<file path="src/rtl/ls_usb_tx_framer_pkg.sv">
// ls_usb_tx_framer_pkg: PID codes, CRC16 constants and framer state encoding
package ls_usb_tx_framer_pkg;
    localparam logic [3:0] PID_DATA0 = 4'h3;
    localparam logic [3:0] PID_DATA1 = 4'hB;
    localparam logic [3:0] PID_ACK = 4'h2;
    localparam logic [3:0] PID_NAK = 4'hA;
    localparam logic [3:0] PID_STALL = 4'hE;
    localparam logic [7:0] SYNC_PATTERN = 8'h80;
    localparam logic [15:0] CRC16_POLY = 16'hA001;
    localparam logic [15:0] CRC16_INIT = 16'hFFFF;
    localparam logic [15:0] CRC16_RESIDUE = 16'hB001;
    typedef enum logic [2:0] {
        ST_IDLE, ST_SYNC, ST_PID, ST_DATA, ST_CRCL, ST_CRCH, ST_DRAIN
    } state_t;
    function automatic logic is_data_pid(input logic [3:0] p);
        return p == PID_DATA0 || p == PID_DATA1;
    endfunction
endpackage

</file>
<file path="src/rtl/ls_usb_crc16_byte.sv">
// ls_usb_crc16_byte: one byte of reflected CRC16 (LSB first), purely combinational
module ls_usb_crc16_byte
    import ls_usb_tx_framer_pkg::*;
(
    input  logic [15:0] crc_i,
    input  logic [7:0]  byte_i,
    output logic [15:0] crc_o
);
    always_comb begin
        crc_o = crc_i;
        for (int i = 0; i < 8; i++)
            crc_o = (crc_o[0] ^ byte_i[i]) ? ((crc_o >> 1) ^ CRC16_POLY) : (crc_o >> 1);
    end
endmodule

</file>
<file path="src/rtl/ls_usb_tx_framer.sv">
// ls_usb_tx_framer: frames SYNC, PID, payload and CRC16 bytes for the low-speed
// USB bit-level transmitter, advancing one byte per show_next.
module ls_usb_tx_framer
    import ls_usb_tx_framer_pkg::*;
#(
    parameter int MAX_LEN = 8,
    parameter logic [7:0] SYNC_BYTE = SYNC_PATTERN
) (
    input  logic       clk,
    input  logic       reset,
    input  logic       wr_en,
    input  logic [3:0] wr_addr,
    input  logic [7:0] wr_data,
    input  logic       tx_req,
    input  logic [3:0] tx_pid,
    input  logic [3:0] tx_len,
    input  logic       show_next,
    input  logic       bus_enable,
    output logic [7:0] sbyte,
    output logic       start_pkt,
    output logic       last_pkt_byte,
    output logic       busy,
    output logic       done,
    output logic       err
);
    localparam logic [3:0] MAX = 4'(MAX_LEN);
    state_t state_q, state_d;
    logic [7:0] buf_q [16];
    logic [7:0] sbyte_q, sbyte_d;
    logic [3:0] pid_q, pid_d, len_q, len_d, idx_q, idx_d;
    logic [15:0] crc_q, crc_d, crc_nx;
    logic data_q, data_d, start_q, start_d, last_q, last_d;
    logic busy_q, busy_d, done_q, done_d, err_q, err_d;
    logic bad_req, last_data;
    assign bad_req = is_data_pid(tx_pid) && tx_len > MAX;
    assign last_data = idx_q == len_q - 4'd1;
    ls_usb_crc16_byte u_crc (.crc_i(crc_q), .byte_i(buf_q[idx_q]), .crc_o(crc_nx));
    // Buffer has no reset; slots at or beyond MAX_LEN are never written
    always_ff @(posedge clk)
        if (wr_en && state_q == ST_IDLE && wr_addr < MAX) buf_q[wr_addr] <= wr_data;
    always_ff @(posedge clk) begin
        if (reset) begin
            state_q <= ST_IDLE;
            sbyte_q <= 8'h00;
            pid_q <= 4'h0;
            len_q <= 4'h0;
            idx_q <= 4'h0;
            crc_q <= CRC16_INIT;
            data_q <= 1'b0;
            start_q <= 1'b0;
            last_q <= 1'b0;
            busy_q <= 1'b0;
            done_q <= 1'b0;
            err_q <= 1'b0;
        end else begin
            state_q <= state_d;
            sbyte_q <= sbyte_d;
            pid_q <= pid_d;
            len_q <= len_d;
            idx_q <= idx_d;
            crc_q <= crc_d;
            data_q <= data_d;
            start_q <= start_d;
            last_q <= last_d;
            busy_q <= busy_d;
            done_q <= done_d;
            err_q <= err_d;
        end
    end
    always_comb begin
        state_d = state_q;
        case (state_q)
            ST_IDLE:  if (tx_req && !bad_req) state_d = ST_SYNC;
            ST_SYNC:  if (show_next) state_d = ST_PID;
            ST_PID:   if (show_next) state_d = !data_q ? ST_DRAIN : len_q != 4'd0 ? ST_DATA : ST_CRCL;
            ST_DATA:  if (show_next && last_data) state_d = ST_CRCL;
            ST_CRCL:  if (show_next) state_d = ST_CRCH;
            ST_CRCH:  if (show_next) state_d = ST_DRAIN;
            ST_DRAIN: if (!bus_enable) state_d = ST_IDLE;
            default:  state_d = ST_IDLE;
        endcase
    end
    always_comb begin
        sbyte_d = sbyte_q;
        pid_d = pid_q;
        len_d = len_q;
        idx_d = idx_q;
        crc_d = crc_q;
        data_d = data_q;
        start_d = 1'b0;
        last_d = last_q;
        busy_d = busy_q;
        done_d = 1'b0;
        err_d = 1'b0;
        case (state_q)
            ST_IDLE: if (tx_req) begin
                if (bad_req) err_d = 1'b1;
                else begin
                    pid_d = tx_pid;
                    len_d = tx_len;
                    data_d = is_data_pid(tx_pid);
                    idx_d = 4'd0;
                    crc_d = CRC16_INIT;
                    sbyte_d = SYNC_BYTE;
                    start_d = 1'b1;
                    busy_d = 1'b1;
                    last_d = 1'b0;
                end
            end
            ST_SYNC: if (show_next) begin
                sbyte_d = {~pid_q, pid_q};
                last_d = !data_q;
            end
            ST_PID: if (show_next) begin
                last_d = 1'b0;
                sbyte_d = !data_q ? sbyte_q : len_q != 4'd0 ? buf_q[0] : ~crc_q[7:0];
            end
            // CRC absorbs the byte being retired; the low CRC byte must use the updated value
            ST_DATA: if (show_next) begin
                crc_d = crc_nx;
                idx_d = last_data ? idx_q : idx_q + 4'd1;
                sbyte_d = last_data ? ~crc_nx[7:0] : buf_q[idx_q + 4'd1];
            end
            ST_CRCL: if (show_next) begin
                sbyte_d = ~crc_q[15:8];
                last_d = 1'b1;
            end
            ST_CRCH: if (show_next) last_d = 1'b0;
            ST_DRAIN: if (!bus_enable) begin
                done_d = 1'b1;
                busy_d = 1'b0;
            end
            default: ;
        endcase
    end
    assign sbyte = sbyte_q;
    assign start_pkt = start_q;
    assign last_pkt_byte = last_q;
    assign busy = busy_q;
    assign done = done_q;
    assign err = err_q;
endmodule

</file>
<file path="config.mk">
export PLATFORM = sky130hd
export DESIGN_NAME = ls_usb_tx_framer
export DESIGN_NICKNAME = d
export VERILOG_FILES = /design/src/rtl/ls_usb_tx_framer_pkg.sv /design/src/rtl/ls_usb_crc16_byte.sv /design/src/rtl/ls_usb_tx_framer.sv
export SDC_FILE = /design/constraint.sdc
export NUM_CORES = 1
export LEC_CHECK = 0
export CAP_MARGIN = 15
export CORE_MARGIN = 1
export CORE_UTILIZATION = 60
export DETAILED_ROUTE_END_ITERATION = 8
export PLACE_DENSITY = 0.9
export SYNTH_ARGS = -nofsm -noshare
export SYNTH_HDL_FRONTEND = slang
export SYNTH_HIERARCHICAL = 1
export SYNTH_SLANG_ARGS = --single-unit
</file>
<file path="constraint.sdc">
create_clock -name clk -period 3.8 [get_ports clk]
set_input_delay 0.76 -clock clk [delete_from_list [all_inputs] [get_ports clk]]
set_output_delay 0.76 -clock clk [all_outputs]
set_load 0.01 [all_outputs]
</file>
After elaboration in Yosys (flattened, before gate mapping):

Memories as Yosys holds them, arrays and structs flattened. A register that Yosys moved wholly into a read port is not among the register bits.
Cells that the tools add are included.

* equal/unequal tests: 22
* multiplexer cells: 54
* add/sub/neg operators: 2
* order comparisons: 2
* bitwise operators: 24
* reductions and logical operators: 24

Operators with widths (count)
* $mux 16: 11
* $mux 8: 9
* $pmux 8 s5: 1
* $pmux 16 s2: 1
* $mux 3: 9
* $mux 4: 6
* $not 2->3: 8
* $not 8->8: 3
* $ne 2x2->1 const B: 11
* $pmux 3 s7: 1
* $mux 1: 13
* $eq 3x3->1 const B: 3
* $pmux 4 s2: 1
* $reduce_and 4->1: 2
* $reduce_and 8->1: 1
* $reduce_bool 4->1: 2
* $xor 1x1->1: 8
* $reduce_and 7->1: 1
* $eq 3x2->1 const B: 2
* $reduce_and 6->1: 1
* $logic_and 1x1->1: 5
* $reduce_and 5->1: 1
* $reduce_bool 5->1: 1
* $add 4x1->4 const B: 1
* other kinds (19): 26

* RAM bits: 128
* output and inout port bits: 13
* bits in registers: 45
* input port bits: 26
* memories kept: 1

Memory list
* buf_q: depth 16, bits a word 8, read ports 3, clocked after Yosys merged registers in 1, wr ports 1, line ls_usb_tx_framer.sv:28 `logic [7:0] buf_q [16];`

Depth between registers and ports, before layout:

Gate-level depths: netlist (run 1).

* depth in word-level cells: 20
* gate-level depth with buffers: 11
* gate-level depth less buffers: 8

Modules after synthesis:

The synthesis (run 1) kept the hierarchy.

Modules (own cells, without submodules)
* ls_usb_tx_framer: seq. area each 4824.6 um2, cells an instance 557, area each 8323.0 um2, instances 1
* ls_usb_crc16_byte: seq. area each 0.0 um2, cells an instance 26, area each 274.0 um2, instances 1

Worst setup path after synthesis (run 1):

Ideal clock, no wire load.

* path type: register to register
* start: register with a tool-made name
* end: register crc_q[0]
* arrival time: 3.264 ns
* period minus slack after synthesis: 3.394 ns
* library setup time: 0.129 ns
* slack: 0.406 ns
* buffers on the path: 2
* required time: 3.671 ns
* stages on the path, launching flop included: 11
* path through: dfxtp_1 > clkbuf_1 > buf_1 > mux4_2 > mux4_2 > xnor2_2 > xor2_2 > xor3_2 > xnor3_1 > o22ai_1 > nand2_1

RTL lines
* end signal, assigned: line ls_usb_tx_framer.sv:61 `crc_q <= crc_d;`
* end, declared: line ls_usb_tx_framer.sv:31 `logic [15:0] crc_q, crc_d, crc_nx;`

==> results of run 1 <==
[where the power goes]
part / total [mW] / switching, mW / internal (mW) / leakage [nW]
clock network: 1.80 / 0.756 / 1.04 / 0.292
logic: 0.890 / 0.476 / 0.414 / 1.55
registers: 2.34 / 0.134 / 2.20 / 1.60
total: 5.02 / 1.37 / 3.66 / 3.45
[flip-flops by register name, indices dropped and copies added, names as in the netlist, named ones only]
signal / cells
buf_q: 128
crc_q: 16
sbyte: 8
idx_q: 4
len_q: 4
pid_q: 4
state_q: 3
busy: 1
data_q: 1
done: 1
err: 1
last_pkt_byte: 1
start_pkt: 1
[layout make-up]
| class | instances | area [um2] |
|---|---|---|
| clock buffers | 17 | 425 |
| fillers | 831 | 3950 |
| inverters | 13 | 48.8 |
| well taps | 180 | 225 |
| multi-input cells | 413 | 3750 |
| repair buffers | 55 | 533 |
| flip-flops and latches | 177 | 4830 |
| clock inverters | 14 | 183 |
[stage by stage]
stage / instances / worst slack [ps] / hold slack, ps / total power, mW / area [um2]
after floorplan: 646 / 406 / 463 / 2.96 / 8830
after CTS: 869 / 268 / 466 / 5.02 / 9990
final: 869 / 246 / 463 / 5.02 / 9990
after global routing: 869 / 125 / 517 / 5.18 / 9990
after detailed placement: 838 / 398 / 457 / 3.23 / 9380
after global placement: 838 / 522 / 447 / 3.18 / 9380
[tightest hold or removal path, cell delays in order (launching register included)]
cell and delay [ps]:
dfxtp_1 310, nand2_1 50, a21oi_1 50
[cell families (layout without fill, tap and decap cells)]
family	Yosys count	in the layout	synth area share (%)
other cells	1	64	0.0436
compound gates	78	78	6.88
simple gates	148	148	8.41
flops	177	177	56.1
buf+inv	56	99	3.16
mux	90	90	21.1
fa+ha+maj	3	3	0.437
xor+xnor	30	30	3.84
[metal layers]
layer / wire length (um) / up-vias / track usage, %
met2: 10100 / 365 / 47.3
li1: - / 2420 / -
met1: 7560 / 2750 / 37.1
met3: 1660 / 65 / 5.90
met5: 0 / - / 0
met4: 874 / 0 / 17.7
[cell usage in the layout (no fill, tap or decap), types with 17 or more instances in the layout]
cell and instances:
mux2i_1 17, o22ai_1 22, nand3_1 25, nand2_1 58, edfxtp_1 128, conb_1 64
mux4_2 73, clkdlybuf4s50_1 38, dfxtp_1 48, clkbuf_16 17, xnor2_1 17, nor2_1 24
[final timing paths]
kind              from  endpoint  slack, ps  cells after the start
hold reg to reg   busy      busy        460                      2
setup / recovery  flop  crc_q[0]        250                      9
hold / removal    busy      busy        460                      2
setup reg to reg  flop  crc_q[0]        250                      9
==> results.yml, run 1 <==
worst_setup_path:
  required_ps: 4110
  cp_max_fo: 28
  cpPeakStageDelay_ps: 570
  crit_path_end_kind: "flop"
  cpMaxStageDelayCell: "mux4_2"
  critPathBufInv: 1
  crit_chain: "buf_12 -> mux4_2 -> mux4_2 -> xnor2_1 -> xnor2_1 -> xor3_2 -> xnor3_1 -> o22ai_1 -> nand2_1"
  path_delay_family: "XOR/XNOR gates"
  crit_type: "reg2reg"
  cp.arrival_ps: 3870
  startpoint_type: "flop"
place:
  hpwlAfterDp_um: 13100
  io_buffers: 38
  place_congestion: 0.883
sta:
  hold_viol: 0
  setup_viol: 0
  fin_crit_ps: 3550
  fmax_ghz: 0.281
  finalMaxSlewViolations: 0
  rsz0062_at_grt: "no"
  fin_crit_sh_pct: 93.5
  worst_pin_slew_ps: 1200
  finClkSkew_ps: 7.58
  setup_tns_ps: 0
  relSlewSlack_pct: 19.5
clock_tree:
  clkSinkCount: 177
  cts.hold.buffers_added: 0
  insertion_delay_ps: 430
  clk_pin_slew_ps: 70
  clockBufferDepth: 2
  cts_made_buffers: 17
  cts_resized: 0
  cts_tree: "yes"
  htreeDepth: 4
  post_cts_buffers: 0
  cts-root-buf: "clkbuf_16"
logic_synthesis:
  ys_async_sr_fraction_pct: 0
  yosysTopAreaCellShare_pct: 44.7
  syn_area_mm2: 0.00860
  yosys.area.top_type: "edfxtp_1"
  ys_top_cells_by_area: "edfxtp_1 (45%), mux4_2 (19%), dfxtp_1 (11%)"
  netlist_instances: 583
  ys.warnings.count: 6
  synth_top_cells_by_count: "edfxtp_1 (128), mux4_2 (73), nand2_1 (58)"
  yosysMostFrequentCell: "edfxtp_1"
  yosys_most_used_dff: "edfxtp_1"
  avgSynthCellArea_um2: 14.7
  synth-edff-count: 128
  synth_cell_types: 62
  ys_ff_latch: 177
  ys_seq_area_share_pct: 56.1
global_route:
  groute.usage.overall_pct: 29.4
  first_global_vias: 5752
  grt_pass1_wl_um: 31500
  grt_max_degree: 37
  antenna_found_initial: 0
  grt_overflow_total: 0
job:
  cap_violations: 0
floorplan:
  std_cell_rows: 43
  die_area_mm2: 0.0148
  start_util_pct: 61.7
  fp.dieW_um: 122
  io_pins: 39
  core_area_mm2: 0.0139
  die_h_um: 122
pwr:
  power.leakage_nw: 3.45
  worst_ir_drop_vdd_v: 0.000352
  power_density_mw_per_mm2: 503
routing:
  routed_wl_um: 20200
  drc: 0
  vias_per_cell: 6.44
  first_pass_iters: 8
  drtAntennaViolNets: 0
  dr_total_vias: 5600
  drt_iter0_drc: 966
  wl_per_cell_um: 23.2
hold_path:
  holdCritPathClass: "reg2reg"
layout:
  drive_gt1_share_pct: 21.2
  final_util_pct: 71.7
  antenna_cells: 0
  fin_nets: 706
  area_delta_synth_final_pct: 16.2
run_status:
  status: "finished clean"
(Power assumes the default switching activity.)
==> run 2, diff against run 1 <==
==> constraint.sdc (replaced) <==
create_clock -name clk -period 3.8 [get_ports clk]
set_input_delay 0.76 -clock clk [delete_from_list [all_inputs] [get_ports clk]]
set_output_delay 0.76 -clock clk [all_outputs]
set_load 0.005 [all_outputs]
==> results of run 2 <==
Same layout as run 1 (identical final DEF). Status: finished clean.
==> run 3, diff against run 2 <==
REMOVE_ABC_BUFFERS = 1   (was default)
==> run 3 against run 2 <==
Against the previous run:
- core utilization grew 0.34 points
- global-route usage up 0.70 points
- first-iteration DRC count fell by 10%
- hold slack worse by 5.6 ps
- combinational power increased by 2.9%
- die area is the same
- largest power group unchanged
==> results.yml, run 3 (synthesized netlist as in run 1, its figures left out) <==
routing:
  dr_total_vias: 5770
  first_pass_iters: 6
  routed_wl_um: 20800
  drc: 0
  drtAntennaViolNets: 0
  drt_iter0_drc: 865
  vias_per_cell: 6.59
  wl_per_cell_um: 23.8
worst_setup_path:
  critPathBufInv: 1
  cp_max_fo: 20
  cpPeakStageDelay_ps: 520
  cp.arrival_ps: 3570
  crit_chain: "buf_12 -> mux4_2 -> mux4_2 -> xnor2_1 -> xnor2_1 -> xor3_2 -> xnor3_1 -> o22ai_1 -> nand2_1"
  path_delay_family: "XOR/XNOR gates"
  crit_path_end_kind: "flop"
  startpoint_type: "flop"
  cpMaxStageDelayCell: "mux4_2"
  required_ps: 4120
  crit_type: "reg2reg"
sta:
  fmax_ghz: 0.308
  finClkSkew_ps: 8.89
  worst_pin_slew_ps: 1080
  hold_viol: 0
  whs_ps: 458
  fin_crit_ps: 3250
  setup_viol: 0
  fin_crit_sh_pct: 85.5
  finalMaxSlewViolations: 0
  relSlewSlack_pct: 28.2
  final.setup.worst_slack_ps: 552
  rsz0062_at_grt: "no"
  setup_tns_ps: 0
pwr:
  swShare_pct: 27.5
  p_comb_share_pct: 18.0
  power.leakage_nw: 3.48
  p_seq_share_pct: 46.3
  switching_power_mw: 1.39
  p_int_mw: 3.66
  p_clk_share_pct: 35.8
  worst_ir_drop_vdd_v: 0.000563
  power_density_mw_per_mm2: 503
layout:
  final_common_cell: "edfxtp_1"
  drive_gt1_share_pct: 22.1
  antenna_cells: 0
  area_delta_synth_final_pct: 16.7
  fillers: 837
  fin_nets: 712
  postLayoutCellArea_mm2: 0.0100
  largest_register_ffs: 128
  most-common-layout-cells: "edfxtp_1 (128), mux4_2 (73), conb_1 (64), nand2_1 (58), dfxtp_1 (47)"
  regMostFlops: "buf_q"
floorplan:
  io_pins: 39
  die_h_um: 122
  die_area_mm2: 0.0148
  std_cell_rows: 43
  fp.dieW_um: 122
  start_util_pct: 61.7
  core_area_mm2: 0.0139
place:
  place_ws_ps: 597
  dpl-instance-area_mm2: 0.00943
  io_buffers: 38
  hpwlAfterDp_um: 13600
  place_congestion: 0.955
clock_tree:
  clk_pin_slew_ps: 70
  htreeDepth: 4
  cts_tree: "yes"
  clkSinkCount: 177
  cts.hold.buffers_added: 0
  post_cts_buffers: 0
  cts_made_buffers: 17
  clockBufferDepth: 2
  cts-root-buf: "clkbuf_16"
  cts_resized: 0
  insertion_delay_ps: 440
global_route:
  grt_max_degree: 37
  grt_overflow_total: 0
  groute.usage.overall_pct: 30.1
  grt_pass1_wl_um: 31800
  antenna_found_initial: 0
  first_global_vias: 5829
hold_path:
  holdCritPathClass: "reg2reg"
  min-delay-start: "busy"
run_status:
  status: "finished clean"
job:
  cap_violations: 0
-- run 3: cell types whose count changed in the layout (fill, tap and decap cells not counted), moves of 2 or more --
| cell | change |
|---|---|
| buf_4 | +6 |
| clkbuf_1 | +2 |
| clkinvlp_4 | +2 |
| clkinv_1 | -2 |
-- run 3: area by class of cell --
| type | instances | area [um2] | share of cell area (%) |
|---|---|---|---|
| clock buffers | 19 | 433 | 4.31 |
| clock inverters | 13 | 176 | 1.76 |
| inverters | 13 | 48.8 | 0.486 |
| multi-input cells | 413 | 3750 | 37.3 |
| flip-flops and latches | 177 | 4830 | 48.1 |
| well taps | 180 | 225 | 2.24 |
| repair buffers | 61 | 578 | 5.76 |
-- run 3: stage by stage --
step           std cells  total power, mW  util (%)
2_1_floorplan        603             2.92         -
3_3_place_gp         844             3.19      67.6
3_5_place_dp         844             3.24      67.6
4_1_cts              876             5.02      72.0
5_1_grt              876             5.20      72.0
6_report             876             5.05      72.0
-- run 3: path summary, 6_finish.rpt --
check,end,slack [ps],cells after the start
setup reg to reg,crc_q[0],550,9
hold / removal,busy,460,2
setup / recovery,crc_q[0],550,9
hold reg to reg,busy,460,2
-- run 3: worst register-to-register path, cell delays in order (launching register included) --
cell	delay (ps)
dfxtp_2	350
buf_12	200
mux4_2	550
mux4_2	490
xnor2_1	180
xnor2_1	420
xor3_2	480
xnor3_1	230
o22ai_1	170
nand2_1	70
-- run 3: power by group through the flow --
stage	sequential (mW)	combinational, mW	clock, mW
global route	2.35	0.963	1.89
finish	2.34	0.909	1.81
CTS	2.33	0.884	1.81
detailed placement	2.37	0.876	0
floorplan	2.33	0.587	0
global placement	2.36	0.835	0
-- run 3: layer usage --
layer | GRT usage [%] | part of all wire (%)
met5 | 0 | 0
met4 | 16.7 | 5.3
met3 | 8.47 | 11
met2 | 48.3 | 48
met1 | 37.1 | 36
